**src/rtl/mem_ctrl.sv**
```systemverilog
// Byte-serial arbiter/sequencer: one 8-bit synchronous RAM shared by instruction fetch and load/store.
// The MEM stage has strict priority over fetch. Words are assembled little-endian and every output is registered.
module mem_ctrl #(
  parameter int ADDR_W = 32
) (
  input  logic              clk,
  input  logic              rst,
  input  logic              if_req,
  input  logic [ADDR_W-1:0] if_addr,
  output logic              if_done,
  output logic [31:0]       if_data,
  input  logic              mem_req,
  input  logic              mem_we,
  input  logic [1:0]        mem_len,
  input  logic [ADDR_W-1:0] mem_addr,
  input  logic [31:0]       mem_wdata,
  output logic              mem_done,
  output logic [31:0]       mem_rdata,
  input  logic [7:0]        ram_din,
  output logic [7:0]        ram_dout,
  output logic [ADDR_W-1:0] ram_a,
  output logic              ram_wr,
  output logic              busy
);

  typedef enum logic [1:0] {IDLE, READ, WRITE} state_t;

  state_t            state_q, state_d;
  logic [2:0]        cyc_q, cyc_d;
  logic [2:0]        n_q, n_d;
  logic              src_mem_q, src_mem_d;
  logic [ADDR_W-1:0] base_q, base_d;
  logic [31:0]       wdata_q, wdata_d;
  logic [31:0]       buf_q, buf_d;
  logic              if_done_q, if_done_d, mem_done_q, mem_done_d;
  logic [31:0]       if_data_q, if_data_d, mem_rdata_q, mem_rdata_d;
  logic [7:0]        ram_dout_q, ram_dout_d;
  logic [ADDR_W-1:0] ram_a_q, ram_a_d;
  logic              ram_wr_q, ram_wr_d, busy_q, busy_d;
  logic [2:0]        rd_idx;

  always_ff @(posedge clk or posedge rst) begin
    if (rst) begin
      state_q     <= IDLE;
      cyc_q       <= '0;
      n_q         <= '0;
      src_mem_q   <= 1'b0;
      base_q      <= '0;
      wdata_q     <= '0;
      buf_q       <= '0;
      if_done_q   <= 1'b0;
      mem_done_q  <= 1'b0;
      if_data_q   <= '0;
      mem_rdata_q <= '0;
      ram_dout_q  <= '0;
      ram_a_q     <= '0;
      ram_wr_q    <= 1'b0;
      busy_q      <= 1'b0;
    end else begin
      state_q     <= state_d;
      cyc_q       <= cyc_d;
      n_q         <= n_d;
      src_mem_q   <= src_mem_d;
      base_q      <= base_d;
      wdata_q     <= wdata_d;
      buf_q       <= buf_d;
      if_done_q   <= if_done_d;
      mem_done_q  <= mem_done_d;
      if_data_q   <= if_data_d;
      mem_rdata_q <= mem_rdata_d;
      ram_dout_q  <= ram_dout_d;
      ram_a_q     <= ram_a_d;
      ram_wr_q    <= ram_wr_d;
      busy_q      <= busy_d;
    end
  end

  // cyc_q is the cycle number inside a transaction; the first non-IDLE cycle is 1.
  always_comb begin
    state_d   = state_q;
    cyc_d     = cyc_q + 3'd1;
    n_d       = n_q;
    src_mem_d = src_mem_q;
    base_d    = base_q;
    wdata_d   = wdata_q;
    case (state_q)
      IDLE: begin
        cyc_d = 3'd1;
        if (mem_req) begin
          base_d    = mem_addr;
          wdata_d   = mem_wdata;
          src_mem_d = 1'b1;
          n_d       = (mem_len == 2'b00) ? 3'd1 : (mem_len == 2'b01) ? 3'd2 : 3'd4;
          state_d   = mem_we ? WRITE : READ;
        end else if (if_req) begin
          base_d    = if_addr;
          src_mem_d = 1'b0;
          n_d       = 3'd4;
          state_d   = READ;
        end
      end
      READ:    if (cyc_q == n_q + 3'd2) state_d = IDLE;
      WRITE:   if (cyc_q == n_q + 3'd1) state_d = IDLE;
      default: state_d = IDLE;
    endcase
  end

  assign rd_idx = cyc_q - 3'd2;

  // Computes what the registered outputs show in the next cycle.
  always_comb begin
    if_done_d   = 1'b0;
    mem_done_d  = 1'b0;
    if_data_d   = if_data_q;
    mem_rdata_d = mem_rdata_q;
    ram_a_d     = '0;
    ram_dout_d  = '0;
    ram_wr_d    = 1'b0;
    buf_d       = buf_q;
    busy_d      = (state_d != IDLE);
    case (state_q)
      IDLE: begin
        buf_d = '0;
        if (state_d != IDLE) ram_a_d = base_d;
        if (state_d == WRITE) begin
          ram_wr_d   = 1'b1;
          ram_dout_d = mem_wdata[7:0];
        end
      end
      READ: begin
        if (cyc_q < n_q) ram_a_d = base_q + ADDR_W'(cyc_q);
        if (cyc_q >= 3'd2 && cyc_q <= n_q + 3'd1) begin
          buf_d[{rd_idx[1:0], 3'b000} +: 8] = ram_din;
          if (cyc_q == n_q + 3'd1) begin
            if (src_mem_q) begin
              mem_done_d  = 1'b1;
              mem_rdata_d = buf_d;
            end else begin
              if_done_d = 1'b1;
              if_data_d = buf_d;
            end
          end
        end
      end
      WRITE: begin
        if (cyc_q < n_q) begin
          ram_a_d    = base_q + ADDR_W'(cyc_q);
          ram_dout_d = wdata_q[{cyc_q[1:0], 3'b000} +: 8];
          ram_wr_d   = 1'b1;
        end
        if (cyc_q == n_q) mem_done_d = 1'b1;
      end
      default: ;
    endcase
  end

  assign if_done   = if_done_q;
  assign mem_done  = mem_done_q;
  assign if_data   = if_data_q;
  assign mem_rdata = mem_rdata_q;
  assign ram_dout  = ram_dout_q;
  assign ram_a     = ram_a_q;
  assign ram_wr    = ram_wr_q;
  assign busy      = busy_q;

endmodule

```
**config.mk**
```make
export PLATFORM = sky130hd
export DESIGN_NAME = mem_ctrl
export DESIGN_NICKNAME = d
export VERILOG_FILES = /design/src/rtl/mem_ctrl.sv
export SDC_FILE = /design/constraint.sdc
export NUM_CORES = 1
export LEC_CHECK = 0
export ABC_AREA = 1
export BUFFER_PORTS_ARGS = -buffer_cell sky130_fd_sc_hd__buf_4
export CAP_MARGIN = 15
export CORE_MARGIN = 2
export CORE_UTILIZATION = 50
export DETAILED_ROUTE_END_ITERATION = 10
export PLACE_DENSITY = 0.74
export SLEW_MARGIN = 25
export SYNTH_ARGS = -nofsm -noshare
export SYNTH_HDL_FRONTEND = slang
export SYNTH_SLANG_ARGS = --single-unit
```
**constraint.sdc**
```tcl
create_clock -name clk -period 16.6 [get_ports clk]
set_clock_uncertainty 0.1 [all_clocks]
set_input_delay 2.49 -clock clk [delete_from_list [all_inputs] [get_ports clk]]
set_output_delay 2.49 -clock clk [all_outputs]
set_load 0.01 [all_outputs]
```
==> results of run 1 <==
==> power by group <==
group / switching [W] / total (W) / leakage (nW) / internal, W
logic: 0.000652 / 0.00103 / 3.82 / 0.000380
registers: 0.000128 / 0.000843 / 2.56 / 0.000715
clock network: 0.000219 / 0.000507 / 0.375 / 0.000288
total: 0.00100 / 0.00238 / 6.75 / 0.00138
==> cell usage in the layout, fill, tap and decap left out, drive strengths merged <==
master	instances
buf	226
clkbuf	32
xnor2	1
a31oi	6
nand2	344
nor2	78
nor3	12
a41oi	2
clkinv	11
nand4	5
clkinvlp	2
nand3	75
o211ai	4
o21ai	189
a21oi	68
dfrtp	213
or2	1
o22ai	64
o32ai	1
fa	1
ha	20
inv	207
==> cell type report <==
| cell class | count | area [um^2] | share of cell area [%] |
|---|---|---|---|
| Clock inverter | 12 | 93.8 | 0.713 |
| Tap cell | 275 | 344 | 2.61 |
| Multi-Input combinational cell | 871 | 4240 | 32.2 |
| Sequential cell | 213 | 5330 | 40.5 |
| Inverter | 208 | 795 | 6.03 |
| Timing Repair Buffer | 226 | 1700 | 12.9 |
| Clock buffer | 32 | 671 | 5.09 |
==> sequential cells by signal (all words and copies together), names as in the netlist <==
register and count:
base_q 32, buf_q 32, busy 1, cyc_q 3, if_data 32, if_done 1
mem_done 1, mem_rdata 32, n_q 3, ram_a 32, ram_dout 8, ram_wr 1
src_mem_q 1, state_q 2, wdata_q 32
==> cell usage after synthesis, drive strengths merged (2+ instances only) <==
cell / count / area [um^2]
nand3: 75 / 398
clkbuf: 34 / 138
nor2: 78 / 323
ha: 20 / 250
dfrtp: 213 / 5330
inv: 207 / 777
nor3: 12 / 87.6
o211ai: 4 / 30.0
buf: 34 / 260
a31oi: 6 / 37.5
nand4: 5 / 31.3
nand2: 344 / 1310
o21ai: 189 / 950
a21oi: 68 / 344
o22ai: 64 / 400
a41oi: 2 / 17.5
==> kinds of logic (layout without fill, tap and decap cells) <==
family / count (synthesis) / in the layout / synth area share, %
AO/OA/AOI/OAI: 334 / 334 / 16.7
XOR/XNOR: 1 / 1 / 0.0816
adder cells (fa/ha/maj): 21 / 21 / 2.52
buffers and inverters: 276 / 478 / 11.0
flip-flops: 213 / 213 / 49.7
AND/OR/NAND/NOR: 515 / 515 / 20.1
==> per-stage QoR <==
stage	power, W	instance area (um^2)	cells
after floorplan	0.00149	10700	1360
after detailed placement	0.00187	12400	1793
after global placement	0.00185	12400	1793
final	0.00238	13200	1837
after global routing	0.00256	13200	1837
after CTS	0.00239	13200	1837
==> worst paths after layout <==
check | start | endpoint | slack, ps | depth (start not counted)
worst max-delay path | mem_req | wdata_q[28] | 12570 | 6
min in group asynchronous | rst | ram_a[27] | 1960 | 2
worst max register to register | cyc_q[0] | if_data[29] | 12750 | 10
worst min-delay path | wdata_q[16] | wdata_q[16] | 370 | 2
max in group asynchronous | rst | wdata_q[14] | 13010 | 3
worst min register to register | wdata_q[16] | wdata_q[16] | 370 | 2
==> worst max-delay path, stage by stage <==
cell and delay (ps):
buf_4 480, nand2_1 110, buf_4 270, inv_1 760, nand2_1 140, nand2_1 100
==> routing by layer <==
| layer | GRT usage, % | vias to the layer above | routed length (um) |
|---|---|---|---|
| li1 | - | 4770 | - |
| met1 | 39.8 | 4575 | 13700 |
| met2 | 39.9 | 396 | 13200 |
| met3 | 3.94 | 46 | 2370 |
| met4 | 6.79 | 0 | 547 |
| met5 | 0 | - | 0 |
==> flow_metrics.py, run 1 <==
metrics = {
    "global_route": {
        "grt_max_degree": 145,
        "grt-ovfl-total": 0,
        "grt_pass1_vias": 9213,
        "antenna_found_initial": 0,
        "grt_pass1_wl_um": 47500,
        "grt_usage_pct": 26.4,
    },
    "die": {
        "num_rows": 53,
        "die_x_um": 150,
        "core_area_mm2": 0.0210,
        "start_util_pct": 51.0,
        "die_h_um": 150,
        "ios": 219,
        "fp.dieArea_mm2": 0.0226,
    },
    "synthesis": {
        "synth_flop_cell": "dfrtp_1",
        "async_flop_share_pct": 100,
        "yosysUniqueCellTypes": 37,
        "yosysSeqAreaShare_pct": 49.7,
        "synth_area_per_cell_um2": 7.89,
        "syn-instance-count": 1360,
        "netlist_area_mm2": 0.0107,
        "synth_edf_count": 0,
        "ys.warnings.count": 0,
        "yosys_register_bits": 213,
        "syn-num-nets": 1492,
    },
    "clock_tree": {
        "h-tree-depth": 1,
        "clk_latency_ps": 520,
        "cts_resized": 0,
        "clock-sinks": 213,
        "postCtsHoldBufs": 0,
        "post_cts_buffers": 0,
        "cts_buffer_depth": 3,
        "cts_tree": "yes",
        "clkSlewWorstSetupHoldPaths_ps": 60,
        "numCtsBuffers": 24,
        "root_buffer": "clkbuf_16",
    },
    "timing": {
        "whs_ps": 371,
        "rsz0062_at_grt": "false",
        "tns_ps": 0,
        "final_max_slew_viol_count": 0,
        "finalHoldViolations": 0,
        "fmax_mhz": 248,
        "timing.final.ws_setup_ps": 12570,
        "fin_crit_sh_pct": 24.3,
        "setup_viol": 0,
        "tightest_slew_ps": 992,
        "slew_headroom_pct": 33.8,
        "period_needed_ps": 4030,
    },
    "route": {
        "drtIter0Drc": 755,
        "vias": 9787,
        "wl_um": 29900,
        "post_drt_wl_per_cell_um": 16.3,
        "vias_per_cell": 5.33,
        "drc": 0,
        "drtAntennaViolNets": 0,
        "first_pass_iters": 6,
    },
    "setup_path": {
        "worstPathArrival_ps": 4390,
        "critPathRequiredTime_ps": 16950,
        "critPathLaunchType": "primary input",
        "endpoint_kind": "flip-flop",
        "path_class": "primary input to flip-flop",
        "crit_fanout": 67,
    },
    "worst_hold_path": {
        "hold_path.class": "flip-flop to flip-flop",
    },
    "power": {
        "p_per_area_mw_per_mm2": 181,
        "p_leak_nw": 6.75,
        "irDropWorstVdd_v": 0.0000915,
    },
    "final_layout": {
        "antenna_cells": 0,
        "fin_util_pct": 62.6,
        "area_delta_synth_final_pct": 22.7,
        "drive_above_1_share_pct": 19.0,
        "fin_nets": 1676,
        "filler_cell_count": 1903,
    },
    "run_status": {
        "status": "complete, no violations",
    },
    "place": {
        "place.gp.congestion": 0.970,
        "io_buffer_count": 218,
        "pre_cts_ws_ps": 12070,
        "place_hpwl_um": 20500,
    },
    "run": {
        "maxCapViolations": 0,
    },
}
No activity file was read; power rests on OpenSTA's default activity.
==> run 2, diff against run 1 <==
clock period = 3.8 ns   (was 16.6 ns; I/O delays follow)
==> flow_metrics.py, run 2 (synthesis gave the netlist of run 1 again) <==
metrics = {
    "timing": {
        "setup_viol": 0,
        "rsz0062_at_grt": "false",
        "period_needed_ps": 3380,
        "finalHoldViolations": 0,
        "tightest_slew_ps": 945,
        "fmax_mhz": 296,
        "fin_crit_sh_pct": 88.8,
        "tns_ps": 0,
        "final_max_slew_viol_count": 0,
        "slew_headroom_pct": 36.9,
    },
    "worst_hold_path": {
        "holdPathEnd": "wdata_q[24]",
        "hold_path.class": "primary input to flip-flop",
        "hp-start": "mem_wdata[24]",
        "hold_depth": 3,
    },
    "place": {
        "place.gp.congestion": 0.995,
        "place_hpwl_um": 21700,
        "io_buffer_count": 218,
    },
    "clock_tree": {
        "clkSlewWorstSetupHoldPaths_ps": 60,
        "clock-sinks": 213,
        "root_buffer": "clkbuf_16",
        "numCtsBuffers": 22,
        "cts_buffer_depth": 3,
        "h-tree-depth": 1,
        "clk_latency_ps": 530,
        "cts_tree": "yes",
        "cts_resized": 0,
    },
    "route": {
        "first_pass_iters": 7,
        "vias": 9921,
        "drtAntennaViolNets": 0,
        "wl_um": 30600,
        "vias_per_cell": 5.39,
        "drc": 0,
        "post_drt_wl_per_cell_um": 16.6,
        "drtIter0Drc": 769,
    },
    "global_route": {
        "grt_usage_pct": 27.2,
        "grt_pass1_vias": 9409,
        "met1_usage_pct": 41.4,
        "grt_use_met3_pct": 3.42,
        "grt_max_degree": 65,
        "grt_pass1_wl_um": 48900,
        "top_usage_layer": "met2",
        "met2_usage_pct": 41.7,
        "antenna_found_initial": 0,
        "grt-ovfl-total": 0,
    },
    "power": {
        "p_leak_nw": 6.78,
        "p_per_area_mw_per_mm2": 785,
        "irDropWorstVdd_v": 0.000486,
    },
    "final_layout": {
        "area_delta_synth_final_pct": 23.3,
        "drive_above_1_share_pct": 19.2,
        "antenna_cells": 0,
        "fin_nets": 1684,
        "fin_util_pct": 62.9,
        "final_cell_mix": "nand2_1 (338), buf_4 (231), dfrtp_1 (213)",
        "final_common_cell": "nand2_1",
    },
    "run_status": {
        "status": "complete, no violations",
    },
    "setup_path": {
        "worstPathArrival_ps": 3640,
        "r2r_start": "n_q[0]",
        "r2r_slack_ps": 420,
        "critPathRequiredTime_ps": 4060,
        "crit_fanout": 64,
        "rr_worst_depth": 11,
        "critPathLaunchType": "flip-flop",
        "cp_slowest_stage_delay_ps": 650,
        "reg2reg_to": "if_data[1]",
        "endpoint_kind": "flip-flop",
        "path_class": "flip-flop to flip-flop",
        "crit_chain": "ha_1 > xnor2_1 > ha_1 > nand2_1 > o21ai_0 > o21ai_2 > nand3_4 > nor3_4 > clkinv_2 > nand2_1 > o21ai_1",
        "slowest_stage": "clkinv_2",
    },
    "die": {
        "fp.dieArea_mm2": 0.0226,
        "num_rows": 53,
        "core_area_mm2": 0.0210,
        "die_h_um": 150,
        "ios": 219,
        "die_x_um": 150,
        "start_util_pct": 51.0,
    },
    "run": {
        "maxCapViolations": 0,
    },
}
[run 2: stage by stage]
step | setup WS [ps] | cells | instance area, um^2 | total power, W | hold slack [ps]
2_1_floorplan | 360 | 1360 | 10700 | 0.00653 | 344
5_1_grt | 128 | 1840 | 13200 | 0.0111 | 130
4_1_cts | 726 | 1838 | 13200 | 0.0104 | 117
6_report | 424 | 1840 | 13200 | 0.0104 | 130
3_3_place_gp | 926 | 1801 | 12500 | 0.00811 | 359
3_5_place_dp | 787 | 1801 | 12500 | 0.00824 | 361
[run 2: power by group]
| group | total [W] | internal, W | switching (W) |
|---|---|---|---|
| combinational | 0.00457 | 0.00168 | 0.00289 |
| sequential | 0.00369 | 0.00313 | 0.000564 |
| clock | 0.00212 | 0.00120 | 0.000922 |
| total | 0.0104 | 0.00600 | 0.00438 |
[run 2: layout make-up]
| cell class | count | area [um^2] |
|---|---|---|
| Multi-Input combinational cell | 871 | 4230 |
| Timing Repair Buffer | 236 | 1820 |
| Tap cell | 275 | 344 |
| Clock buffer | 27 | 599 |
| Sequential cell | 213 | 5330 |
| Inverter | 208 | 786 |
| Fill cell | 1855 | 7800 |
| Clock inverter | 10 | 111 |
[run 2: how the worst max path moves through the flow]
| stage | start | slack, ps | end |
|---|---|---|---|
| after floorplan | rst | 360 | base_q[0] |
| after global placement | n_q[0] | 930 | if_data[4] |
| after detailed placement | n_q[0] | 790 | if_data[27] |
| after CTS | n_q[0] | 730 | if_data[1] |
| after global routing | n_q[0] | 130 | if_data[27] |
| final | n_q[0] | 420 | if_data[1] |
[run 2: repair_timing]
action	CTS	global route
endpoints found under the setup margin	0	0
endpoints found under the hold margin	0	13
hold buffers	0	1
setup buffers	0	0
[run 2: worst max-delay path: cells and delay by family, from the launching register on]
kind	cells	cell delay [ps]
adder cells (fa/ha/maj)	2	500
XOR/XNOR	1	170
AND/OR/NAND/NOR	4	960
buffers and inverters	1	650
flip-flops	1	400
AO/OA/AOI/OAI	3	360
[run 2: metal layers]
layer,part of all wire (%),vias to the layer above
li1,-,4769
met1,45,4697
met2,45,412
met3,7.9,43
met4,1.7,0
met5,0,-
==> run 3, diff against run 2 <==
BUFFER_PORTS_ARGS = default   (was -buffer_cell sky130_fd_sc_hd__buf_4)
DONT_BUFFER_PORTS = 1   (was default)
PLACE_DENSITY = default   (was 0.74)
==> flow_metrics.py, run 3 (synthesis gave the netlist of run 1 again) <==
metrics = {
    "route": {
        "vias_per_cell": 5.46,
        "drtAntennaViolNets": 0,
        "wl_um": 28700,
        "drtIter0Drc": 561,
        "drc": 0,
        "first_pass_iters": 5,
        "vias": 8856,
        "post_drt_wl_per_cell_um": 17.7,
    },
    "run_status": {
        "failed_checks": "hold timing",
        "status": "complete, but fails checks",
    },
    "final_layout": {
        "final_common_cell": "nand2_1",
        "area_delta_synth_final_pct": 8.02,
        "final_cell_mix": "nand2_1 (338), dfrtp_1 (213), inv_1 (201)",
        "antenna_cells": 0,
        "fin_nets": 1464,
        "drive_above_1_share_pct": 6.16,
    },
    "timing": {
        "final_max_slew_viol_count": 0,
        "rsz0062_at_grt": "false",
        "whs_ps": -10.1,
        "setup_viol": 0,
        "fmax_mhz": 339,
        "tightest_slew_ps": 981,
        "tns_ps": 0,
        "slew_headroom_pct": 34.2,
        "fin_crit_sh_pct": 77.7,
        "period_needed_ps": 2950,
        "finalHoldViolations": 3,
    },
    "clock_tree": {
        "cts_resized": 0,
        "h-tree-depth": 1,
        "clock-sinks": 213,
        "cts_buffer_depth": 3,
        "cts_tree": "yes",
        "post_cts_buffers": 0,
        "clkSlewWorstSetupHoldPaths_ps": 60,
        "clk_latency_ps": 520,
        "root_buffer": "clkbuf_16",
        "numCtsBuffers": 24,
        "postCtsHoldBufs": 0,
    },
    "setup_path": {
        "worstPathArrival_ps": 3230,
        "endpoint_kind": "flip-flop",
        "critPathRequiredTime_ps": 4080,
        "path_class": "flip-flop to flip-flop",
        "critPathLaunchType": "flip-flop",
        "crit_fanout": 64,
    },
    "place": {
        "place.gp.congestion": 0.920,
        "place_hpwl_um": 19600,
        "io_buffer_count": 0,
    },
    "power": {
        "p_per_area_mw_per_mm2": 840,
        "p_leak_nw": 5.74,
        "irDropWorstVdd_v": 0.000481,
    },
    "global_route": {
        "antenna_found_initial": 0,
        "grt-ovfl-total": 0,
        "grt_max_degree": 115,
        "grt_pass1_vias": 8100,
        "grt_pass1_wl_um": 44700,
        "grt_usage_pct": 25.1,
    },
    "die": {
        "die_x_um": 150,
        "num_rows": 53,
        "die_h_um": 150,
        "fp.dieArea_mm2": 0.0226,
        "ios": 219,
        "core_area_mm2": 0.0210,
        "start_util_pct": 51.0,
    },
    "worst_hold_path": {
        "hold_path.class": "primary input to asynchronous set/reset pin",
    },
    "run": {
        "maxCapViolations": 0,
    },
}
[run 3: changes by cell type in the layout (fill, tap and decap cells not counted), sizes merged]
cell / previous run / this run
buf: 235 / 14
clkbuf: 27 / 36
clkinv: 10 / 7
bufinv: 1 / 0
dlygate4sd3: 1 / 0
[run 3: power by group]
part / leakage [nW] / total [W] / switching, W / internal (W)
clock: 0.385 / 0.00224 / 0.000928 / 0.00132
sequential: 2.56 / 0.00396 / 0.000829 / 0.00313
combinational: 2.80 / 0.00354 / 0.00243 / 0.00110
total: 5.74 / 0.00974 / 0.00419 / 0.00555
[run 3: cell type report]
cell class	instances	area, um^2
Fill cell	1955	9430
Clock buffer	36	726
Tap cell	275	344
Inverter	208	786
Multi-Input combinational cell	871	4230
Sequential cell	213	5330
Clock inverter	6	45.0
Timing Repair Buffer	14	130
[run 3: per-stage QoR]
step | power (W) | utilization [%] | cell area (um^2) | worst slack (ps) | std cells
2_1_floorplan | 0.00653 | - | 10700 | 360 | 1360
3_3_place_gp | 0.00746 | 51.5 | 10800 | 950 | 1581
3_5_place_dp | 0.00750 | 51.5 | 10800 | 863 | 1581
4_1_cts | 0.00979 | 55.1 | 11600 | 834 | 1623
5_1_grt | 0.0105 | 55.1 | 11600 | 592 | 1623
6_report | 0.00974 | 55.1 | 11600 | 849 | 1623
[run 3: final timing paths]
path	from	end	slack (ps)	cells after the start
max	n_q[0]	mem_rdata[22]	850	12
min	rst	if_data[26]	-10	2
max reg2reg	n_q[0]	mem_rdata[22]	850	12
min reg2reg	src_mem_q	if_done	380	1
max in group asynchronous	rst	ram_a[17]	3090	2
min in group clk	mem_len[0]	n_q[0]	60	1
[run 3: critical path: stages, from the launching register on]
cell	delay, ps
dfrtp_1	400
ha_1	210
xnor2_1	130
ha_1	320
nand2_1	50
o21ai_0	200
o21ai_2	100
nand3_4	80
buf_4	360
inv_1	100
nand2_2	80
buf_4	470
o21ai_0	160
[run 3: layer usage]
| metal | wire, um | vias to the layer above | track usage [%] |
|---|---|---|---|
| met2 | 11800 | 338 | 35.6 |
| met1 | 13500 | 4149 | 38.9 |
| met5 | 0 | - | 0 |
| met3 | 3060 | 28 | 6.73 |
| met4 | 302 | 0 | 4.10 |
| li1 | - | 4341 | - |
